File: src/rtl/bitlogic_serial_unit.sv
// Bit-serial 2-input logic unit: evaluates AND/OR/XOR/XNOR/NAND/NOR/BUF/INV one bit per
// clock, LSB first, through a single 1-bit slice, and returns the word plus its parity.
module bitlogic_serial_unit #(
    parameter int WIDTH = 8
) (
    input  logic             clk,
    input  logic             rst_n,
    input  logic             in_valid,
    output logic             in_ready,
    input  logic [2:0]       in_op,
    input  logic [WIDTH-1:0] in_a,
    input  logic [WIDTH-1:0] in_b,
    output logic             out_valid,
    input  logic             out_ready,
    output logic [WIDTH-1:0] out_data,
    output logic             out_parity,
    output logic             busy
);

    localparam int CW = (WIDTH > 1) ? $clog2(WIDTH) : 1;

    // Handshakes: a transfer happens on a rising edge where valid and ready are both high;
    // valid/data must be held until that edge and ready never depends on valid.
    typedef enum logic [1:0] {
        IDLE  = 2'd0,
        SHIFT = 2'd1,
        DONE  = 2'd2
    } state_t;

    state_t           state_q;
    state_t           state_d;
    logic [WIDTH-1:0] a_q;
    logic [WIDTH-1:0] b_q;
    logic [WIDTH-1:0] res_q;
    logic [WIDTH-1:0] res_next;
    logic [2:0]       op_q;
    logic             par_q;
    logic [CW-1:0]    idx_q;
    logic             last_bit;
    logic             r_bit;

    function automatic logic slice(input logic [2:0] op, input logic a, input logic b);
        logic r;
        case (op)
            3'b000:  r = a & b;
            3'b001:  r = a | b;
            3'b010:  r = a ^ b;
            3'b011:  r = ~(a ^ b);
            3'b100:  r = ~(a & b);
            3'b101:  r = ~(a | b);
            3'b110:  r = a;
            default: r = ~a;
        endcase
        return r;
    endfunction

    assign last_bit = (idx_q == CW'(WIDTH - 1));
    assign r_bit    = slice(op_q, a_q[idx_q], b_q[idx_q]);

    // Bits above idx are still zero, so on the last bit this is the finished word.
    always_comb begin
        res_next        = res_q;
        res_next[idx_q] = r_bit;
    end

    always_ff @(posedge clk or negedge rst_n) begin
        if (!rst_n) begin
            state_q <= IDLE;
        end else begin
            state_q <= state_d;
        end
    end

    always_comb begin
        state_d   = state_q;
        in_ready  = 1'b0;
        out_valid = 1'b0;
        busy      = 1'b0;
        case (state_q)
            IDLE: begin
                in_ready = 1'b1;
                if (in_valid) state_d = SHIFT;
            end
            SHIFT: begin
                busy = 1'b1;
                if (last_bit) state_d = DONE;
            end
            DONE: begin
                busy      = 1'b1;
                out_valid = 1'b1;
                if (out_ready) state_d = IDLE;
            end
            default: state_d = IDLE;
        endcase
    end

    always_ff @(posedge clk or negedge rst_n) begin
        if (!rst_n) begin
            a_q        <= '0;
            b_q        <= '0;
            op_q       <= '0;
            res_q      <= '0;
            par_q      <= 1'b0;
            idx_q      <= '0;
            out_data   <= '0;
            out_parity <= 1'b0;
        end else begin
            case (state_q)
                IDLE: begin
                    if (in_valid) begin
                        a_q   <= in_a;
                        b_q   <= in_b;
                        op_q  <= in_op;
                        res_q <= '0;
                        par_q <= 1'b0;
                        idx_q <= '0;
                    end
                end
                SHIFT: begin
                    res_q <= res_next;
                    par_q <= par_q ^ r_bit;
                    if (last_bit) begin
                        idx_q      <= '0;
                        out_data   <= res_next;
                        out_parity <= par_q ^ r_bit;
                    end else begin
                        idx_q <= idx_q + 1'b1;
                    end
                end
                default: ;
            endcase
        end
    end

endmodule
File: config.mk
export PLATFORM = sky130hd
export DESIGN_NAME = bitlogic_serial_unit
export DESIGN_NICKNAME = d
export VERILOG_FILES = /design/src/rtl/bitlogic_serial_unit.sv
export SDC_FILE = /design/constraint.sdc
export NUM_CORES = 1
export LEC_CHECK = 0
export ABC_AREA = 1
export CORE_ASPECT_RATIO = 0.5
export CORE_UTILIZATION = 53
export DETAILED_ROUTE_END_ITERATION = 10
export GPL_TIMING_DRIVEN = 0
export PLACE_DENSITY = 0.79
export SYNTH_ARGS = -nofsm -noshare
export SYNTH_HDL_FRONTEND = slang
export SYNTH_SLANG_ARGS = --single-unit
export TNS_END_PERCENT = 10
File: constraint.sdc
create_clock -name clk -period 2.75 [get_ports clk]
set_clock_uncertainty 0.05 [all_clocks]
set_input_delay 0.55 -clock clk [delete_from_list [all_inputs] [get_ports clk]]
set_output_delay 0.55 -clock clk [all_outputs]
set_load 0.01 [all_outputs]
* After elaboration in Yosys (flattened, before gate mapping)
Index checks and enable logic that the tools add are counted.
** Storage, ports and cells
- Input bits :: 23
- Register bits after elaboration :: 42
- Word-level logic and storage cells :: 63
** Operators by class
- Reduce and logical (&&, ||, !) cells :: 9
- Bitwise gates (word level) :: 8
- Order comparisons :: 2
- Add/subtract/negate cells :: 1
- Equal/unequal tests :: 12
- Muxes and demuxes :: 22
** Operators by type and width (count)
- one-hot mux 8 bit (2 select lines) :: 1
- equality test 3 bit, second input constant :: 4
- bitwise mux 8 bit :: 1
- 2-to-1 mux 8 bit :: 1
- 2-to-1 mux 1 bit :: 7
- one-hot mux 1 bit (7 select lines) :: 1
- binary-select mux 1 bit (select 3 bit) :: 2
- equality test 3 x 2 -> 1 bit, second input constant :: 2
- 2-to-1 mux 2 bit :: 3
- 2-to-1 mux 3 bit :: 2
- inequality test 2 bit, second input constant :: 3
- one-hot mux 2 bit (3 select lines) :: 1
- one-hot mux 3 bit (2 select lines) :: 1
- AND reduction 2 bit :: 3
- < comparator 3 x 4 -> 1 bit, second input constant :: 1
- NOT 1 bit :: 4
- adder 3 x 1 -> 3 bit, second input constant :: 1
- demux 1 bit (select 3 bit) :: 1
- equality test 3 x 1 -> 1 bit, second input constant :: 1
- greater-or-equal comparator 3 x 1 -> 1 bit, second input constant :: 1
- zero test 3 bit :: 1
- AND reduction 3 bit :: 1
- equality test 2 x 1 -> 1 bit, second input constant :: 1
- equality test 2 bit, second input constant :: 1
- other kinds (8) :: 9

* Depth between registers and ports, before layout
- Depth after elaboration :: 7
- Depth in mapped cells :: 20
- Gate-level depth less buffers :: 19

* Worst setup path before layout
Ideal clock, no wire load.
- Path type :: flip-flop to flip-flop
- Start :: register idx_q[0]
- End :: register out_parity
- Library setup time :: 119 ps
- Setup slack :: 451 ps
- Period minus slack after synthesis :: 2299 ps
- Arrival :: 2130 ps
- Required time :: 2581 ps
- Cell stages (with the launch flop) :: 17
- Buffers on the path :: 2
- Path through :: dfrtp_1 -> buf_6 -> inv_4 -> buf_8 -> nor3_1 -> a22o_1 -> inv_1 -> nand4_1 -> inv_1 -> ha_1 -> or2_2 -> nand3_1 -> nand2_1 -> nand2_2 -> nand4_1 -> nand3_1 -> nand2_1
** On the way
- Longest elaborated chain between the ends :: 6
- Elaborated cells between the ends (all ways) :: 15
- Those cells by class :: eq/ne: 1; mux: 5; bitwise: 8; reduce/logical: 1
** Ends and longest elaborated chain
- from (decl) :: RTL line 38 : logic [CW-1:0] idx_q;
- from (signal assigned) :: RTL line 127 : idx_q <= idx_q + 1'b1;
- binary-select mux 1 bit (select 3 bit) :: RTL line 58 : assign r_bit = slice(op_q, a_q[idx_q], b_q[idx_q]);
- 2-to-1 mux 1 bit (implied by the code) :: RTL line 58
- OR 1 bit (tied with other cells) :: RTL line 46, 50
- NOT 1 bit (on tied branches) :: RTL line 50, 48, 49
- one-hot mux 1 bit (7 select lines) :: RTL line 44 : case (op)
- bitwise XOR 1 bit :: RTL line 125 : out_parity <= par_q ^ r_bit;
- to (signal assigned) :: RTL line 125
- to (decl) :: RTL line 16 : output logic out_parity,
Several ways; a longest one is shown, not always the timed one. The select of a mux whose other input is x is not followed.
A chain may end at the register's enable or synchronous reset.

* Final worst setup path
- Start :: register idx_q[0]
- End :: register out_data[1]
** On the way
- Longest elaborated chain between the ends :: 6
- Elaborated cells between the ends (all ways) :: 20
- Those cells by class :: order compare: 2; eq/ne: 1; mux: 8; bitwise: 7; reduce/logical: 2
** Ends and longest elaborated chain
- binary-select mux 1 bit (select 3 bit) :: RTL line 58
- 2-to-1 mux 1 bit (implied by the code) :: RTL line 58
- OR 1 bit (tied with other cells) :: RTL line 46, 50
- NOT 1 bit (on tied branches) :: RTL line 50, 48, 49
- one-hot mux 1 bit (7 select lines) :: RTL line 44
- bitwise mux 8 bit :: RTL line 63 : res_next[idx_q] = r_bit;
- to (signal assigned) :: RTL line 124 : out_data <= res_next;
- to (decl) :: RTL line 15 : output logic [WIDTH-1:0] out_data,
Several ways; a longest one is shown, not always the timed one. The select of a mux whose other input is x is not followed.

==> flow_metrics.tcl <==
set metrics [dict create \
    grt_use_total_pct 24.3 \
    setup_viol 0 \
    place_inst 360 \
    drv_slew 0 \
    drc 0 \
    viasPerCell 5.32 \
    grt_pass1_vias 1781 \
    insertion_delay_ns 0.30 \
    peakVddDrop_mv 0.543 \
    ys_warn_count 0 \
    grt_pass1_wl_um 7890 \
    htreeDepth 2 \
    layout.cells.non_filler 367 \
    grt_remaining_overflow 0 \
    gp_congestion 0.778 \
    worstRegToRegCells 17 \
    power.density_nw_per_um2 1080 \
    worstReg2RegStart "idx_q[0]" \
    ys.flop_type "dfrtp_1" \
    crit_path_end_kind "flip-flop" \
    tritoncts "built" \
    seq_area_frac_synth_pct 47.8 \
    r2r_end "out_data[1]" \
    ff_latch_area_um2 1050 \
    cts_resized 0 \
    dieWidth_um 93.1 \
    layout-drive-gt1-share_pct 14.1 \
    min_period_ns 2.63 \
    hpwl_um 3550 \
    insertedDiodeCount 0 \
    initial_core_util_pct 55.7 \
    ys_top_cells_by_area "dfrtp_1 48%, nand2_1 16%, nand3_1 5.2%" \
    wl_per_cell_um 13.8 \
    grt_max_degree 35 \
    clock-sinks 42 \
    syn_to_final_growth_pct 25.0 \
    die_area_um2 4430 \
    cts_hold_buf 0 \
    arrival_ns 2.77 \
    cts_max_path_buffers 2 \
    cts_inserted_buffers 5 \
    postCtsSetupBuffers 0 \
    syn_nets 301 \
    drt_pass1_iterations 4 \
    startpoint "idx_q[0]" \
    post_dp_cell_area_um2 2620 \
    maxCapViolCount 0 \
    yosysTopAreaCell "dfrtp_1" \
    num_rows 16 \
    path_max_fanout 10 \
    worst_slew_pin_slew_ns 0.514 \
    yosysUniqueCellTypes 26 \
    multi_input_area_um2 992 \
    syn_inst 271 \
    cpPeakStageDelay_ns 0.40 \
    path_buf_inv 6 \
    p_leak_nw 1.41 \
    fin_area_um2 2750 \
    r2r_slack_ns 0.12 \
    ios 35 \
    holdCritPathClass "in2async" \
    rsz0062_at_grt "no" \
    die_h_um 47.5 \
    first_iter_violations 82 \
    synth_area_um2 2200 \
    crit_family "simple AND/OR/NAND/NOR gates" \
    syn_avg_cell_area_um2 8.11 \
    tns_ns 0 \
    port_buffers 34 \
    detail-route-antenna-nets 0 \
    finalNetCount 343 \
    yosysMostFrequentCell "nand2_1" \
    fin_crit_sh_pct 95.8 \
    required_ns 2.89 \
    slew_headroom_pct 65.7 \
    n_fill_cell 321 \
    synth_top_cell_area_share_pct 47.8 \
    cp_cell_sequence "buf_6 > inv_4 > buf_8 > nand2_1 > inv_1 > a22o_1 > inv_1 > nand4_1 > inv_1 > ha_1 > or2_2 > nand3_1 > nand2_1 > nand2_2 > nand4_1 > nand3_1 > nand2_1" \
    fmax_mhz 380 \
    synth-seq-cells 42 \
    root_buffer "clkbuf_8" \
    clkTransAtPathRegs_ns 0.08 \
    whs_ns 0.0438 \
    cp-start-kind "flip-flop" \
    hold_violations 0 \
    antenna_found_initial 0 \
    critPathKind "reg2reg" \
    status "completed" \
    ys_async_sr_fraction_pct 100 \
    synth_edf_count 0 \
    vias 1951 \
    netlist_top_cells_count "91 x nand2_1, 42 x dfrtp_1, 29 x inv_1" \
    core_area_um2 3940 \
    critPathSlowestCell "dfrtp_1" \
    drt_wl_total_um 5050 \
]
-- stage by stage --
step / total power, mW / util, % / setup slack (ns)
3_3_place_gp: 2.36 / 66.1 / 0.0196
3_5_place_dp: 2.43 / 66.5 / 0.111
6_report: 2.97 / 69.7 / 0.116
2_1_floorplan: 2.02 / - / 0.451
4_1_cts: 2.95 / 69.3 / 0.0361
5_1_grt: 3.19 / 69.7 / 0.00181
-- how the worst max path moves through the flow --
stage	cells after the start	endpoint
5_1_grt	15	out_data[1]
4_1_cts	16	out_data[1]
3_3_place_gp	1	a_q[4]
3_5_place_dp	16	out_data[5]
6_report	17	out_data[1]
2_1_floorplan	16	out_parity
-- cell families (layout without fill, tap and decap cells) --
logic type / count (synthesis) / in the layout / share of synthesized area (%)
and+or+nand+nor: 161 / 161 / 34.8
DFF: 42 / 42 / 47.8
buffers and inverters: 39 / 81 / 7.63
AOI/OAI and AO/OA: 22 / 22 / 5.75
adders and majority gates: 7 / 7 / 3.98
-- cell type report --
| type | instances | area share [%] |
|---|---|---|
| sequential | 42 | 38.3 |
| multi-input combinational | 190 | 36.1 |
| timing repair buffer | 35 | 12.9 |
| inverter | 34 | 4.73 |
| clock buffer | 6 | 3.00 |
| tap | 54 | 2.46 |
| buffer | 5 | 1.37 |
| clock inverter | 1 | 1.09 |
-- power breakdown --
group          internal, mW  switching (mW)  total (mW)
Combinational         0.572           0.907        1.48
Clock                 0.291           0.218       0.509
Sequential            0.852           0.126       0.978
Total                  1.71            1.25        2.97
-- cell usage in the layout (no fill, tap or decap) --
master	synthesis	routed
nand2_1	91	91
inv_1	29	29
o221ai_1	1	1
nand4_1	11	11
buf_2	0	1
a22oi_1	2	2
dfrtp_1	42	40
inv_4	1	1
nor3_1	3	2
buf_6	1	1
clkbuf_8	0	6
a22o_1	2	2
or2_2	9	9
inv_2	2	2
o21ai_0	16	16
nand2_4	4	4
nor2_4	1	1
nand2_2	5	5
buf_8	1	1
o21ai_1	1	1
nand3_2	3	3
nor2_2	1	4
bufinv_16	0	1
nor3_2	0	1
clkbuf_1	3	3
nor2_1	9	6
dfrtp_2	0	2
clkdlybuf4s50_1	0	33
ha_1	7	7
clkinv_1	2	2
nand3_1	23	23
nand3b_2	1	1
buf_12	0	1
-- registers in the layout, indices dropped and copies added (netlist names) --
| register | count |
|---|---|
| a_q | 8 |
| b_q | 8 |
| idx_q | 3 |
| op_q | 3 |
| out_data | 8 |
| out_parity | 1 |
| par_q | 1 |
| res_q | 8 |
| state_q | 2 |
-- metal layers --
layer | up-vias | wire (µm) | GRT usage [%]
met2 | 57 | 2440 | 43.7
met1 | 938 | 2280 | 30.1
met5 | - | 0 | 0
li1 | 946 | - | -
met3 | 10 | 253 | 5.08
met4 | 0 | 76 | 10.2
(Power assumes the default switching activity.)
